`config.mk`:
```
export PLATFORM = sky130hd
export DESIGN_NAME = mem_access_stage
export DESIGN_NICKNAME = d
export VERILOG_FILES = /design/src/rtl/mem_access_stage.sv
export SDC_FILE = /design/constraint.sdc
export NUM_CORES = 1
export LEC_CHECK = 0
export CAP_MARGIN = 20
export CORE_ASPECT_RATIO = 1.4
export CORE_UTILIZATION = 44
export CTS_BUF_LIST = sky130_fd_sc_hd__clkbuf_8
export DETAILED_ROUTE_END_ITERATION = 6
export PLACE_DENSITY = 0.85
export SLEW_MARGIN = 20
export SYNTH_ARGS = -nofsm -noshare
export SYNTH_HDL_FRONTEND = slang
export SYNTH_SLANG_ARGS = --single-unit
```
`constraint.sdc`:
```
create_clock -name clk -period 2.2 [get_ports clk]
set_clock_uncertainty 0.1 [all_clocks]
set_input_delay 0.44 -clock clk [delete_from_list [all_inputs] [get_ports clk]]
set_output_delay 0.44 -clock clk [all_outputs]
set_load 0.03 [all_outputs]
```
`src/rtl/mem_access_stage.sv`:
```
// RV32I MEM stage: formats loads/stores onto a req/ready data bus, stalls while the access is in flight,
// and reports misaligned/illegal accesses combinationally and bus timeouts in DONE.
module mem_access_stage #(
    parameter int unsigned TIMEOUT = 16,
    parameter int unsigned CNT_W   = 8
) (
    input  logic        clk,
    input  logic        reset,
    input  logic        in_valid,
    input  logic        MemRead,
    input  logic        MemWrite,
    input  logic [2:0]  funct3,
    input  logic [31:0] Alu_Result,
    input  logic [31:0] Store_Data,
    output logic        stall,
    output logic        mem_done,
    output logic        fault,
    output logic [31:0] MemReadData,
    output logic        dmem_req,
    output logic        dmem_we,
    output logic [31:0] dmem_addr,
    output logic [3:0]  dmem_be,
    output logic [31:0] dmem_wdata,
    input  logic        dmem_ready,
    input  logic [31:0] dmem_rdata
);
    typedef enum logic [1:0] {IDLE, BUSY, DONE} state_t;

    localparam logic [CNT_W-1:0] TO_LAST = (TIMEOUT == 0) ? '0 : CNT_W'(TIMEOUT - 1);

    state_t      state_q, state_d;
    logic [CNT_W-1:0] cnt_q, cnt_d;
    logic        req_q, req_d;
    logic        we_q, we_d;
    logic [31:0] addr_q, addr_d;
    logic [3:0]  be_q, be_d;
    logic [31:0] wdata_q, wdata_d;
    logic [2:0]  f3_q, f3_d;
    logic [1:0]  off_q, off_d;
    logic [31:0] rd_q, rd_d;
    logic        tmo_q, tmo_d;

    logic        access, illegal, misaligned;
    logic [3:0]  st_be;
    logic [31:0] st_wdata;
    logic [7:0]  ld_byte;
    logic [15:0] ld_half;
    logic [31:0] ld_fmt;

    assign access  = in_valid & (MemRead | MemWrite);
    assign illegal = (MemRead & MemWrite)
                   | (funct3 == 3'b011) | (funct3 == 3'b110) | (funct3 == 3'b111)
                   | (MemWrite & funct3[2]);
    assign misaligned = ((funct3[1:0] == 2'b01) & Alu_Result[0])
                      | ((funct3[1:0] == 2'b10) & (Alu_Result[1:0] != 2'b00));

    // Store lane formatting; loads always fetch the whole word.
    always_comb begin
        st_be    = 4'b1111;
        st_wdata = Store_Data;
        if (MemWrite) begin
            case (funct3[1:0])
                2'b00: begin
                    st_be    = 4'b0001 << Alu_Result[1:0];
                    st_wdata = {4{Store_Data[7:0]}};
                end
                2'b01: begin
                    st_be    = Alu_Result[1] ? 4'b1100 : 4'b0011;
                    st_wdata = {2{Store_Data[15:0]}};
                end
                default: ;
            endcase
        end
    end

    always_comb begin
        case (off_q)
            2'd0:    ld_byte = dmem_rdata[7:0];
            2'd1:    ld_byte = dmem_rdata[15:8];
            2'd2:    ld_byte = dmem_rdata[23:16];
            default: ld_byte = dmem_rdata[31:24];
        endcase
        ld_half = off_q[1] ? dmem_rdata[31:16] : dmem_rdata[15:0];
        case (f3_q)
            3'b000:  ld_fmt = {{24{ld_byte[7]}}, ld_byte};
            3'b100:  ld_fmt = {24'b0, ld_byte};
            3'b001:  ld_fmt = {{16{ld_half[15]}}, ld_half};
            3'b101:  ld_fmt = {16'b0, ld_half};
            default: ld_fmt = dmem_rdata;
        endcase
    end

    always_comb begin
        state_d  = state_q;
        cnt_d    = cnt_q;
        req_d    = req_q;
        we_d     = we_q;
        addr_d   = addr_q;
        be_d     = be_q;
        wdata_d  = wdata_q;
        f3_d     = f3_q;
        off_d    = off_q;
        rd_d     = rd_q;
        tmo_d    = tmo_q;
        stall    = 1'b0;
        mem_done = 1'b0;
        fault    = 1'b0;
        case (state_q)
            IDLE: begin
                if (access) begin
                    if (illegal | misaligned) begin
                        fault = 1'b1;
                    end else begin
                        stall   = 1'b1;
                        state_d = BUSY;
                        req_d   = 1'b1;
                        we_d    = MemWrite;
                        addr_d  = {Alu_Result[31:2], 2'b00};
                        be_d    = st_be;
                        wdata_d = st_wdata;
                        f3_d    = funct3;
                        off_d   = Alu_Result[1:0];
                        cnt_d   = '0;
                    end
                end
            end
            BUSY: begin
                stall = 1'b1;
                if (dmem_ready) begin
                    req_d   = 1'b0;
                    state_d = DONE;
                    if (!we_q) rd_d = ld_fmt;
                end else begin
                    cnt_d = cnt_q + CNT_W'(1);
                    if ((TIMEOUT != 0) && (cnt_q == TO_LAST)) begin
                        req_d   = 1'b0;
                        tmo_d   = 1'b1;
                        state_d = DONE;
                        if (!we_q) rd_d = '0;
                    end
                end
            end
            DONE: begin
                // The stalled instruction may still sit on the inputs; IDLE re-evaluates only the next one.
                mem_done = 1'b1;
                fault    = tmo_q;
                tmo_d    = 1'b0;
                cnt_d    = '0;
                state_d  = IDLE;
            end
            default: state_d = IDLE;
        endcase
    end

    always_ff @(posedge clk) begin
        if (reset) begin
            state_q <= IDLE;
            cnt_q   <= '0;
            req_q   <= 1'b0;
            we_q    <= 1'b0;
            addr_q  <= '0;
            be_q    <= '0;
            wdata_q <= '0;
            f3_q    <= '0;
            off_q   <= '0;
            rd_q    <= '0;
            tmo_q   <= 1'b0;
        end else begin
            state_q <= state_d;
            cnt_q   <= cnt_d;
            req_q   <= req_d;
            we_q    <= we_d;
            addr_q  <= addr_d;
            be_q    <= be_d;
            wdata_q <= wdata_d;
            f3_q    <= f3_d;
            off_q   <= off_d;
            rd_q    <= rd_d;
            tmo_q   <= tmo_d;
        end
    end

    assign dmem_req    = req_q;
    assign dmem_we     = we_q;
    assign dmem_addr   = addr_q;
    assign dmem_be     = be_q;
    assign dmem_wdata  = wdata_q;
    assign MemReadData = rd_q;

endmodule

```
## Word-level counts from Yosys, hierarchy flattened

Index checks and enable logic that the tools add are counted.
W data, S select, Z words.

- Bits of input ports: 105
- Output and inout port bits: 105
- RAM bits: 0
- Memories: 0
- Bits in latches: 0
- Flip-flop bits (word level): 116
- Memory bits (read-only): 0
- Word-level logic and storage cells: 96

- Div/mod/pow operators: 0
- $mul: 0
- Eq/ne operators: 18
- Bitwise operators: 14
- Reductions and logical operators: 15
- Add/subtract/negate cells: 1
- Multiplexer cells: 36
- Shift operators: 1
- $lt $le $gt $ge: 0

Operators with widths:

| kind | number |
|---|---|
| $mux W32 | 5 |
| $pmux W32 S4 | 1 |
| $pmux W32 S2 | 1 |
| $pmux W8 S3 | 2 |
| $mux W8 | 3 |
| $mux W16 | 1 |
| $eq A3 B3 Y1 const B | 4 |
| $reduce_and A3 Y1 | 4 |
| $mux W1 | 11 |
| $add A8 B1 Y8 const B | 1 |
| $eq A8 B4 Y1 const B | 1 |
| $mux W2 | 4 |
| $mux W4 | 2 |
| $ne A2 B2 Y1 const B | 4 |
| $pmux W1 S2 | 4 |
| $pmux W4 S2 | 1 |
| $reduce_and A4 Y1 | 2 |
| $reduce_bool A2 Y1 | 4 |
| $or A1 B1 Y1 | 7 |
| $eq A2 B1 Y1 const B | 3 |
| $eq A2 B2 Y1 const B | 3 |
| $logic_not A2 Y1 | 3 |
| $and A1 B1 Y1 | 5 |
| $pmux W2 S2 | 1 |
| other kinds (7) | 8 |

## Longest topological paths before layout

Gate-level depths: netlist (run 1).

- Depth after elaboration: 9
- Depth in mapped cells: 7
- Depth with buffers taken out: 6

## Worst setup path after synthesis (run 1)

OpenSTA, ideal clock, no wires.

- Path kind: input to output
- Start point: in funct3[0]
- End point: out fault
- Data arrival time: 1,541 ps
- Data required time: 1,660 ps
- Setup slack: 119 ps
- Buffers on the path: 0
- Cell stages on the path: 4
- Path through: a21oi_1 o21a_2 nand2b_1 o21ai_0

- Cells in the longest elaborated chain, start to end: 9
- Elaborated cells between the ends (all ways): 16
- Classes of those cells: eq/ne: 5; mux: 3; bitwise: 8

RTL lines:

| what | line | text |
|---|---|---|
| from (decl) | 12 | `input logic [2:0] funct3,` |
| $eq A3 B2 Y1 | 52 | `\| (funct3 == 3'b011) \| (funct3 == 3'b110) \| (funct3 == 3'b111)` |
| $or A1 B1 Y1 (3 in series) | 52 |  |
| $or A1 B1 Y1 | 53 | `\| (MemWrite & funct3[2]);` |
| $or A1 B1 Y1 * | 111 | `if (illegal \| misaligned) begin` |
| $mux W1 * | 111 |  |
| $mux W1 * | 110 | `if (access) begin` |
| $pmux W1 S2 * | 108 | `case (state_q)` |
| to (decl) | 17 | `output logic fault,` |

Mark *: on every way between the ends. The rest lies on a longest branch, timed or not.

## Final worst setup path (run 1)

- Start point: in funct3[2]
- End point: out stall

- Cells in the longest elaborated chain, start to end: 9
- Elaborated cells between the ends (all ways): 12
- Classes of those cells: eq/ne: 3; mux: 3; bitwise: 6

RTL lines:

| what | line | text |
|---|---|---|
| $eq A3 B2 Y1 | 52 |  |
| $or A1 B1 Y1 (3 in series) | 52 |  |
| $or A1 B1 Y1 * | 53 |  |
| $or A1 B1 Y1 * | 111 |  |
| $mux W1 * | 111 |  |
| $mux W1 * | 110 |  |
| $pmux W1 S2 * | 108 |  |
| to (decl) | 15 | `output logic stall,` |

Marks and branches as above.

==> results.md, run 1 <==
* Total of buffers placed on input and output ports at 207
* Switching pwr at about 1.3 mW
* Wirelength, routed at ~15000 um
* Crit-path max FO at 4
* Data arrival time of the critical path at 1.60 ns
* Ratio of cells with drive above 1 in the final layout at 10.2%
* Via-to-Cell Ratio at about 5.4
* Aggregate negative setup slack at 0 ns
* Global route overflow at 0
* Cells after synthesis at 599
* Layout Cells excl Fill at 966
* Type of origin of the critical path: input port
* Mapped Avg Cell Area at 8.43 um^2
* Worst voltage drop across the vdd grid at 0.000385 V
* Leakage at 2.89 nW
* Area of the mapped netlist at 5050 um^2
* Most frequently used flop master after synthesis: dfxtp_1
* Time the worst path needs with I/O delays and setup at 2.14 ns
* Number of clock buffers inserted by TritonCTS at 17
* Post-cts hold buffer count at 0
* Top layer in use: met4
* Clock Power Share at 38.5%
* Detail Route met3 WL at about 1300 um
* Pin slew with the least headroom to its limit at 0.617 ns
* Cell type contributing the most total cell area after synthesis: dfxtp_1
* Proportion of power drawn by flip-flops and latches at 44.7%
* Remaining antenna violation count at 0
* Largest cells by area after synthesis: dfxtp_1, nand2_1, a21oi_1, mux2i_1, a22o_1
* I/O pin count at 210
* Setup Slack @ Placement at -0.316 ns
* Netlist cell types at 44
* Total via count in the routed design at 5172
* Share of flip-flops with an asynchronous set or reset at 0%
* Outcome: complete, no violations
* Met2 layer wire length in the routed design at 7780 um
* Chip height at 129 um
* CTS Root Cell: clkbuf_8
* Number of standard-cell rows in the floorplan at 45
* Routed met1 length at around 5800 um
* Initial detailed-routing violation count at 217
* Wire length of the first global-routing pass at 24100 um
* Placed Instances at between 900 and 1k
* Total DRC errors in the routed layout at 0
* Final estimated routing congestion in global placement at between 0.8 and 0.9
* Floorplan die area at 11900 um^2
* Required time of the critical path at between 1.5 and 2 ns
* Largest net degree at the start of global routing at roughly 80
* DPL Wire Length at 11200 um
* Final-report hold violation count at 0
* Int Pwr at about 3.7 mW
* Layout fillers at 836
* Number of enable-type register cells in the synthesized netlist at 0
* Max Cap Violations at 0
* Top-area cell type share of the netlist area at 46.0%
* Pins over their slew limit at 0
* Number of levels in the clock H-tree at 4
* Layout overhead on the synthesized area at 53.9%
* Share of power burned in combinational logic at roughly 17%
* Number of antenna violations at the first check in global routing at 0
* Vias in the first global route at 5072
* Final count of negative-setup-slack endpoints at 0
* Antenna diodes at 0
* WS Path Type: in2out
* Average routed wire per standard cell at ~16 um
* Capturing element type of the critical path: output pin
* Tightest Hold Check Type: reg2reg
* Maximum clock frequency at between 0.4 and 0.5 GHz
* Yosys warnings at 0
* Cell Pwr Density at approximately 640 nW/um^2
* Switching share of power at 26.0%
* Clock input transition at the sequential cells of the worst setup and hold paths at roughly 0.07 ns
* Final period utilization at 97.2%
* Die width at 92.5 um
* Fraction of the yosys area taken by sequential cells at about 46%
* Number of sinks driven by the clock tree at between 100 and 150
* Effective utilization at floorplan at 46.0%
* Tightest slew margin relative to the limit at around three fifths
* Synthesized flop and latch total at 116
* Area inside the core boundary at ~11000 um^2
* Tot Pwr at 4.94 mW
* Insertion delay of the later-clocked pin in the worst-skew pair at 0.41 ns
* Final net count at 918
* Worst path setup slack after routing at 0.0621 ns
* Number of buffers on the longest clock path at 2
* First-pass detailed-route iteration total at 5
* TritonCTS clock tree: built
* All-layer global routing usage at 25.6%
==> through the flow <==
step	utilization, %	cell area, um^2	hold slack (ns)
floorplan	-	5050	0.349
global placement	66.8	7340	0.330
detailed placement	66.8	7340	0.336
CTS	70.5	7740	0.345
global route	70.7	7770	0.372
finish	70.7	7770	0.340
==> worst max-delay path, cell delays in order <==
cell and delay (ns):
dlygate4sd2_1 0.30, nor4_2 0.30, o21a_2 0.20, nand3b_1 0.11, nand2_1 0.09, buf_4 0.15
==> flip-flops by register name, indices dropped and copies added, names as in the netlist <==
name,count
dmem_addr,30
tmo_q,1
dmem_req,1
cnt_q,8
dmem_we,1
dmem_wdata,32
state_q,2
off_q,2
dmem_be,4
MemReadData,32
f3_q,3
==> power groups by stage <==
stage                     clock network [mW]  registers (mW)  logic [mW]
after global placement                     0            2.25       0.804
after detailed placement                   0            2.25       0.821
after global routing                    2.04            2.21       0.889
after floorplan                            0            2.36       0.289
final                                   1.90            2.20       0.833
after CTS                               1.94            2.20       0.827
==> cell usage after synthesis, types with 8 or more instances <==
master,instances
mux2i_1,23
buf_4,8
clkbuf_1,17
o211ai_1,13
dfxtp_1,116
a21oi_1,76
a211oi_1,10
buf_2,16
o21ai_0,25
nor2_1,25
a22o_1,20
inv_1,10
nand2_1,141
nand2b_1,23
==> metal layers <==
layer  up-vias  track usage, %
met2       240            45.7
met3        30            8.63
met4         0            9.93
met1      2406            27.8
met5         -               0
li1       2496               -
==> worst paths after layout <==
kind                       start         endpoint  slack (ns)  cells after the start
setup / recovery       funct3[2]            stall        0.06                      6
hold / removal    MemReadData[1]   MemReadData[1]        0.34                      2
setup reg to reg      state_q[0]  MemReadData[10]        0.30                      4
hold reg to reg   MemReadData[1]   MemReadData[1]        0.34                      2
==> placed cells by master (no fill, tap or decap), drive strengths merged, types with 4 or more instances in the layout <==
cell / instances
dlygate4sd2: 7
a221oi: 7
o21ai: 25
nor2: 25
mux2i: 23
o211ai: 16
clkinv: 4
nand3: 6
or3: 6
a22o: 20
inv: 13
clkdlybuf4s50: 196
nand2: 141
a211oi: 11
nand2b: 23
buf: 36
mux2: 4
a21o: 7
a21oi: 77
clkbuf: 20
dfxtp: 116
nor2b: 7
==> kinds of logic (layout without fill, tap and decap cells) <==
kind of cell / count (synthesis) / after routing / share of synthesized area [%]
other: 1 / 2 / 0.0743
flip-flops: 116 / 116 / 46.0
adder cells (fa/ha/maj): 1 / 1 / 0.248
AO/OA/AOI/OAI: 175 / 175 / 22.6
buffers and inverters: 57 / 282 / 5.97
AND/OR/NAND/NOR: 222 / 222 / 19.7
multiplexers: 27 / 27 / 5.45
==> layout make-up <==
class	instances	area, um^2	share of cell area (%)
clock inverter	12	114	1.47
tap	141	176	2.27
multi-input combinational	427	2440	31.4
timing repair buffer	240	2400	30.9
sequential	116	2320	29.9
clock buffer	20	275	3.54
inverter	10	37.5	0.483
==> repair_timing <==
action                     in CTS  in global routing
setup endpoints to repair       3                  2
gates cloned                    0                  0
resized for setup               9                  2
setup buffers                   3                  2
pin swaps                       3                  3
Note: power is estimated with default switching activity, not from simulation.
==> run 2: changes to the inputs <==
--- a/config.mk
+++ b/config.mk
@@ -9,6 +9,7 @@
 export CORE_ASPECT_RATIO = 1.4
 export CORE_UTILIZATION = 44
 export CTS_BUF_LIST = sky130_fd_sc_hd__clkbuf_8
+export CTS_CLUSTER_DIAMETER = 120
 export DETAILED_ROUTE_END_ITERATION = 6
 export PLACE_DENSITY = 0.85
 export SLEW_MARGIN = 20
==> results of run 2 <==
Same layout as run 1: the final DEF is identical, and so are final timing and power.
